`src/rtl/result_matrix_collector.sv`:
```
// Captures the multiplier's C-element write stream into a ROWS x COLS store,
// then streams the completed matrix out row-major over a valid/ready handshake.
module result_matrix_collector #(
  parameter int DATA_WIDTH = 8,
  parameter int ROWS       = 4,
  parameter int COLS       = 4
) (
  input  logic                  clk,
  input  logic                  reset_n,
  input  logic                  en_WriteMat_C,
  input  logic [3:0]            rowAddr_C,
  input  logic [3:0]            colAddr_C,
  input  logic [DATA_WIDTH-1:0] writeData_C,
  input  logic                  resultIsInvalid,
  output logic                  outValid,
  input  logic                  outReady,
  output logic [DATA_WIDTH-1:0] outData,
  output logic [3:0]            outRow,
  output logic [3:0]            outCol,
  output logic                  outLast,
  output logic                  matInvalid,
  output logic                  dupWrite,
  output logic                  errOverrun,
  output logic                  matDone
);

  localparam int TOTAL = ROWS * COLS;
  localparam int IDX_W = (TOTAL > 1) ? $clog2(TOTAL) : 1;
  localparam logic [4:0] ROWS_L   = 5'(ROWS);
  localparam logic [4:0] COLS_L   = 5'(COLS);
  localparam logic [3:0] ROW_LAST = 4'(ROWS - 1);
  localparam logic [3:0] COL_LAST = 4'(COLS - 1);
  localparam logic [8:0] FILL_M1  = 9'(TOTAL - 1);

  typedef enum logic {COLLECT, DRAIN} state_t;

  state_t                state, state_next;
  logic [DATA_WIDTH-1:0] mem [TOTAL];
  logic [TOTAL-1:0]      written;
  logic [8:0]            count;
  logic [3:0]            ptr_row, ptr_col;

  logic                  in_range;
  logic [7:0]            wr_flat, rd_flat;
  logic [IDX_W-1:0]      wr_idx, rd_idx;
  logic                  last_elem;
  logic                  accept, is_new, drop, handshake;

  always_comb begin
    in_range  = ({1'b0, rowAddr_C} < ROWS_L) && ({1'b0, colAddr_C} < COLS_L);
    wr_flat   = 8'(rowAddr_C) * 8'(COLS) + 8'(colAddr_C);
    rd_flat   = 8'(ptr_row) * 8'(COLS) + 8'(ptr_col);
    wr_idx    = wr_flat[IDX_W-1:0];
    rd_idx    = rd_flat[IDX_W-1:0];
    last_elem = (ptr_row == ROW_LAST) && (ptr_col == COL_LAST);
  end

  always_ff @(posedge clk or negedge reset_n) begin
    if (!reset_n) state <= COLLECT;
    else          state <= state_next;
  end

  // Out-of-range addresses never reach the bitmap lookup because accept gates is_new.
  always_comb begin
    state_next = state;
    accept     = 1'b0;
    is_new     = 1'b0;
    drop       = 1'b0;
    handshake  = 1'b0;
    case (state)
      COLLECT: begin
        if (en_WriteMat_C) begin
          if (in_range) accept = 1'b1;
          else          drop   = 1'b1;
        end
        is_new = accept && !written[wr_idx];
        if (is_new && (count == FILL_M1)) state_next = DRAIN;
      end
      DRAIN: begin
        drop      = en_WriteMat_C;
        handshake = outReady;
        if (handshake && last_elem) state_next = COLLECT;
      end
      default: state_next = COLLECT;
    endcase
  end

  always_comb begin
    outValid = (state == DRAIN);
    outLast  = outValid && last_elem;
    outRow   = ptr_row;
    outCol   = ptr_col;
    outData  = outValid ? mem[rd_idx] : '0;
  end

  always_ff @(posedge clk or negedge reset_n) begin
    if (!reset_n) begin
      for (int i = 0; i < TOTAL; i++) mem[i] <= '0;
      written    <= '0;
      count      <= '0;
      ptr_row    <= '0;
      ptr_col    <= '0;
      matInvalid <= 1'b0;
      dupWrite   <= 1'b0;
      errOverrun <= 1'b0;
      matDone    <= 1'b0;
    end else begin
      matDone <= 1'b0;
      if (accept) begin
        mem[wr_idx] <= writeData_C;
        if (is_new) begin
          written[wr_idx] <= 1'b1;
          count           <= count + 9'd1;
        end else begin
          dupWrite <= 1'b1;
        end
        if (resultIsInvalid) matInvalid <= 1'b1;
      end
      if (drop) errOverrun <= 1'b1;
      // The final handshake retires the matrix; the store itself is left as-is.
      if (handshake) begin
        if (last_elem) begin
          ptr_row    <= '0;
          ptr_col    <= '0;
          written    <= '0;
          count      <= '0;
          matInvalid <= 1'b0;
          dupWrite   <= 1'b0;
          matDone    <= 1'b1;
        end else if (ptr_col == COL_LAST) begin
          ptr_col <= '0;
          ptr_row <= ptr_row + 4'd1;
        end else begin
          ptr_col <= ptr_col + 4'd1;
        end
      end
    end
  end

endmodule

```
`config.mk`:
```
export PLATFORM = sky130hd
export DESIGN_NAME = result_matrix_collector
export DESIGN_NICKNAME = d
export VERILOG_FILES = /design/src/rtl/result_matrix_collector.sv
export SDC_FILE = /design/constraint.sdc
export NUM_CORES = 1
export LEC_CHECK = 0
export BUFFER_PORTS_ARGS = -buffer_cell sky130_fd_sc_hd__clkbuf_2
export CELL_PAD_IN_SITES_DETAIL_PLACEMENT = 1
export CELL_PAD_IN_SITES_GLOBAL_PLACEMENT = 1
export CORE_UTILIZATION = 40
export CTS_BUF_LIST = sky130_fd_sc_hd__clkbuf_4 sky130_fd_sc_hd__clkbuf_8
export DETAILED_ROUTE_END_ITERATION = 10
export PLACE_DENSITY = 0.73
export RECOVER_POWER = 100
export SLEW_MARGIN = 20
export SYNTH_ARGS = -nofsm -noshare
export SYNTH_HDL_FRONTEND = slang
export SYNTH_SLANG_ARGS = --single-unit
export TNS_END_PERCENT = 1
```
`constraint.sdc`:
```
create_clock -name clk -period 4.45 [get_ports clk]
set_input_delay 0.445 -clock clk [delete_from_list [all_inputs] [get_ports clk]]
set_output_delay 0.445 -clock clk [all_outputs]
set_load 0.05 [all_outputs]
```
# Yosys cells after proc, flatten, opt, wreduce, memory -nomap -nowiden

Index checks and enable logic that the tools add are counted.

Bits in registers: 166
Bits in latches: 0
Bits in writable memories: 0
Memory bits (read-only): 0
Input bits: 21
Output and inout bits: 22
Word-level logic and storage cells: 100
Memories kept: 0

$add $sub $neg: 5
Multipliers: 0
Div/mod/pow operators: 0
Order comparisons: 7
Equal/unequal tests: 3
Shift-type cells: 0
Mux-type cells: 45
Bitwise logic cells: 4
Reductions and logical operators: 11

Operators with widths:

| kind                                                 | number |
|---|---|
| bitwise mux 128 bit                                  | 1 |
| two-way mux 16 bit                                   | 4 |
| two-way mux 9 bit                                    | 4 |
| binary-select mux 8 bit (select 4 bit)               | 1 |
| demux 8 bit (select 4 bit)                           | 1 |
| two-way mux 8 bit                                    | 4 |
| two-way mux 1 bit                                    | 22 |
| two-way mux 4 bit                                    | 4 |
| bitwise OR 16 bit                                    | 1 |
| >= comparator 5 bit (second input constant)          | 2 |
| NOT 4 -> 5 bit                                       | 2 |
| adder 9 x 1 -> 9 bit (second input constant)         | 1 |
| == test 9 x 4 -> 1 bit (second input constant)       | 1 |
| adder 4 x 1 -> 4 bit (second input constant)         | 2 |
| adder 4 bit                                          | 2 |
| == test 4 x 2 -> 1 bit (second input constant)       | 2 |
| logical AND 1 bit                                    | 8 |
| < comparator 4 x 3 -> 1 bit (second input constant)  | 2 |
| < comparator 4 x 5 -> 1 bit (second input constant)  | 1 |
| < comparator 5 x 1 -> 1 bit (second input constant)  | 1 |
| binary-select mux 1 bit (select 4 bit)               | 1 |
| demux 1 bit (select 4 bit)                           | 1 |
| >= comparator 4 x 1 -> 1 bit (second input constant) | 1 |
| case mux 1 bit (2 select lines)                      | 2 |
| 4 further kinds                                      | 4 |

# Depth between registers and ports, before layout

Depth after elaboration: 11
Depth in mapped cells: 7
Mapped depth without buffers: 7

# Worst setup path before layout

Ideal clock, no wire load.

Kind: register -> output
Start point: register ptr_row[0] (netlist: outRow[0])
End point: output port outData[0]
Arrival: 2.742 ns
Required time: 4.005 ns
Slack: 1.263 ns
Cell stages (with the launch flop): 6
Cells stage by stage: dfrtp_1 ha_1 xor2_1 xnor2_1 mux4_1 and2_1

Cells in the longest elaborated chain, start to end: 6

Ends and longest elaborated chain:

| what                                                  | RTL line | RTL |
|---|---|---|
| start, declared                                       | 41       | `logic [3:0] ptr_row, ptr_col;` |
| start signal, assigned                                | 132      | `ptr_row <= ptr_row + 4'd1;` |
| adder 4 bit                                           | 52       | `rd_flat = 8'(ptr_row) * 8'(COLS) + 8'(ptr_col);` |
| NOT 4 -> 5 bit (implied by the code)                  | 93       | `outData = outValid ? mem[rd_idx] : '0;` |
| binary-select mux 8 bit (select 4 bit)                | 93       |  |
| two-way mux 8 bit (implied by the code) (2 in series) | 93       |  |
| two-way mux 8 bit                                     | 93       |  |
| end, declared                                         | 17       | `output logic [DATA_WIDTH-1:0] outData,` |

No other way between the ends. The select of a mux whose other input is x is not followed.

# Final worst setup path

Start point: register ptr_col[1] (netlist: outCol[1])
End point: output port outData[6]

Cells in the longest elaborated chain, start to end: 6

Ends and longest elaborated chain:

| what                                                  | RTL line | RTL |
|---|---|---|
| start, declared                                       | 41       |  |
| start signal, assigned                                | 134      | `ptr_col <= ptr_col + 4'd1;` |
| adder 4 bit                                           | 52       |  |
| NOT 4 -> 5 bit (implied by the code)                  | 93       |  |
| binary-select mux 8 bit (select 4 bit)                | 93       |  |
| two-way mux 8 bit (implied by the code) (2 in series) | 93       |  |
| two-way mux 8 bit                                     | 93       |  |

No other way between the ends. The select of a mux whose other input is x is not followed.

==> reports/summary.txt <==
========================================================================================================
Vias in the first global route                                                                      5106
Setup clock skew after layout                                                                    6.21 ps
Required time of the critical path                                                               4010 ps
Clock tree from TritonCTS                                                                            yes
First drt pass iteration count                                                                         6
Tightest Pin Transition                                                                          2340 ps
DRC violation count after routing                                                                      0
Filler instances                                                                                    1940
Inserted Clock Buffers                                                                                17
Largest net degree at the start of global routing                                                     95
I/O pin total                                                                                         43
Setup slack after placement                                                                      1010 ps
Reg-to-reg endpoint                                                                         count[7]$_DFF_PN0_
Skew-Pair Late Insertion Delay                                                                    460 ps
Hold buffer count at CTS                                                                               0
Average detailed-routed wire length per instance                                                 20.4 um
Final routed wirelength across all metal layers                                                 17300 um
Mean post-synth cell area                                                                       14.6 um2
Power per standard cell area                                                                  411 nW/um2
Sum of net half-perimeters after detailed placement                                             12100 um
Final count of hold timing violations                                                                  0
Max-cap violations                                                                                     3
Post-layout nets                                                                                     601
Count of clock tree sinks                                                                            166
Port-buffer cells                                                                                     42
Slew Viols, Final                                                                                    104
Result of the run                                                                           finished, violations left
Headroom to the max-slew limit                                                                    -56.2%
Die height                                                                                        141 um
Area growth syn-to-layout                                                                          10.4%
Start point of the worst hold path                                                          resultIsInvalid
Worst IR drop on VDD                                                                            0.162 mV
Number of failing setup endpoints in the final timing report                                           0
Post-route minimum period                                                                        3690 ps
Floorplan core area                                                                            18900 um2
Number of design-rule violations left by the first detailed-router iteration                         250
Number of unique standard cell types used by synthesis                                                44
Share of synthesized registers carrying an async set or reset                                       100%
Cell area after synthesis                                                                       7770 um2
GRT Overall Usage                                                                                  18.9%
Final total power                                                                              0.00353 W
Hold crit path type                                                                         input pin to register
Core Util, Final                                                                                   45.4%
Fin Setup TNS                                                                                       0 ps
Routability congestion estimate                                                                    0.745
Post-layout worst setup margin                                                                    764 ps
Share of layout cells above drive strength 1                                                       38.4%
Initial Util                                                                                       41.1%
FF-to-FF Start                                                                              outCol[1]$_DFFE_PN0P_
Aggregate global routing overflow                                                                      0
Multi-input gate area                                                                           3410 um2
Worst-case reg-to-reg path depth                                                                       7
Width of the die                                                                                  141 um
Worst hold stages                                                                                      3
Maximum achievable frequency                                                                     271 MHz
Synth Warn #                                                                                           0
Count of standard-cell rows                                                                           50
Reg2Reg Setup Slack                                                                              1200 ps
CTS Root Buffer Type                                                                        sky130_fd_sc_hd__clkbuf_8
Main synth FF type                                                                          sky130_fd_sc_hd__dfrtp_1
Die Area                                                                                       20000 um2
Portion of the post-synthesis area used by sequential elements                                     53.5%
First-pass GRT wire length                                                                      28600 um
Via total after detailed routing                                                                    4613
Count of placed standard cells in the final layout, fillers left out                                 848
Standby leakage power                                                                            4.09 nW
Start-to-end type of the worst setup path                                                   register to primary output
Post-Synthesis Net Count                                                                             558
Element type at the critical path end                                                       primary output
Biggest fanout along the worst timing path                                                            19
Number of enable flip-flop cells after synthesis                                                       0
Worst EP arrival                                                                                 3240 ps
Hold Path End                                                                               matInvalid$_DFF_PN0_
Critical path launch point type                                                                 register
Post-CTS clock slew at the launch and capture registers of the worst setup and hold paths          80 ps
Cells after DPL                                                                                      816
Fin crit share                                                                                     82.8%
Synthesized instance count                                                                           532
Post-route ant nets                                                                                    0
Cts repair resizes                                                                                     0
Number of antenna cells inserted                                                                       0
Flip-flop and latch count after synthesis                                                            166
Number of antenna violations at the first check in global routing                                      0
Failing checks                                                                              capacitance limit, slew limit
Area taken by flip-flops and latches                                                            4160 um2
Unrepaired setup endpoints after global routing                                                       no
Vias per cell                                                                                       5.44
Max H-tree Level                                                                                       4
Number of setup buffers added after CTS                                                                0
Buffers from clock root to sink, at most                                                               2
========================================================================================================
[logic make-up after synthesis]
group | Yosys count | synth area share [%]
multiplexers | 177 | 32.2
flip-flops | 166 | 53.5
AND/OR/NAND/NOR | 110 | 8.02
AO/OA/AOI/OAI | 39 | 2.95
buffers and inverters | 28 | 1.53
XOR/XNOR | 7 | 0.983
adder cells (fa/ha/maj) | 5 | 0.806
[power by group]
group          internal (W)  switching (W)  leakage [nW]  total, W
registers           0.00156       0.000174          2.30   0.00174
logic              0.000253       0.000341          1.56  0.000594
clock network      0.000671       0.000527         0.230   0.00120
[worst max-delay path by stage]
stage	from	endpoint	slack, ps
4_1_cts	outCol[0]$_DFFE_PN0P_	outData[0]	590
3_5_place_dp	outCol[0]$_DFFE_PN0P_	count[7]$_DFF_PN0_	1010
3_3_place_gp	outCol[0]$_DFFE_PN0P_	outData[0]	1150
5_1_grt	outCol[1]$_DFFE_PN0P_	outData[2]	680
2_1_floorplan	outRow[0]$_DFFE_PN0P_	outData[0]	1260
6_report	outCol[1]$_DFFE_PN0P_	outData[6]	760
[synthesized netlist by cell type (all sizes together), types with 2 or more instances]
cell,n,area [um2]
nor3b,2,15.0
and3,3,18.8
or3,2,12.5
buf,9,47.5
a21oi,22,110
inv,4,15.0
or4,7,56.3
mux2,129,1450
o21ai,6,30.0
and2,9,56.3
o31ai,4,30.0
nor3,12,92.6
nor2b,3,18.8
nand3,6,30.0
mux2i,4,40.0
xor2,2,17.5
clkbuf,14,52.6
nor4,3,33.8
mux4,44,1010
xnor2,4,35.0
nand2,23,101
nand2b,5,31.3
dfrtp,166,4150
nor2,31,131
nand4,3,18.8
a21o,2,15.0
ha,5,62.6
[metal layers]
layer / vias to the layer above / GRT usage [%] / routed length (um) / share of wire (%)
met2: 61 / 31.2 / 8580 / 50
li1: 2061 / - / - / -
met3: 19 / 2.26 / 390 / 2.3
met1: 2472 / 25.5 / 8090 / 47
met5: - / 0 / 0 / 0
met4: 0 / 7.38 / 271 / 1.6
[per-stage QoR]
stage | hold slack [ps] | cell area [um2]
2_1_floorplan | 149 | 7770
3_3_place_gp | 448 | 8250
3_5_place_dp | 482 | 8250
4_1_cts | 69.7 | 8690
5_1_grt | 295 | 8580
6_report | 294 | 8580
[placed cells by master (no fill, tap or decap), types with 9 or more instances in the layout]
master,instances
sky130_fd_sc_hd__nor3_1,12
sky130_fd_sc_hd__nor2_1,31
sky130_fd_sc_hd__a21oi_1,22
sky130_fd_sc_hd__clkbuf_1,21
sky130_fd_sc_hd__mux4_2,39
sky130_fd_sc_hd__dfrtp_1,165
sky130_fd_sc_hd__nand2_1,23
sky130_fd_sc_hd__and2_1,9
sky130_fd_sc_hd__clkbuf_2,22
sky130_fd_sc_hd__clkbuf_8,20
sky130_fd_sc_hd__mux2_2,125
[sequential cells by signal, indices dropped and copies added (netlist names)]
name        count
count           9
dupWrite        1
errOverrun      1
matDone         1
matInvalid      1
mem           128
outCol          4
outRow          4
outValid        1
written        16
[final cells by class]
class / instances / share of cell area, %
clock buffers: 23 / 3.47
clock inverters: 9 / 1.72
inverters: 5 / 0.219
multi-input cells: 338 / 39.8
flip-flops and latches: 166 / 48.5
well taps: 260 / 3.79
repair buffers: 47 / 2.55
[worst max-delay path, stage by stage, from the launching register on]
cell and delay [ps]:
sky130_fd_sc_hd__dfrtp_1 930, sky130_fd_sc_hd__buf_4 460, sky130_fd_sc_hd__mux4_2 410, sky130_fd_sc_hd__mux4_2 490
sky130_fd_sc_hd__and2_1 170, sky130_fd_sc_hd__clkbuf_1 290
No activity file was read; power rests on OpenSTA's default activity.
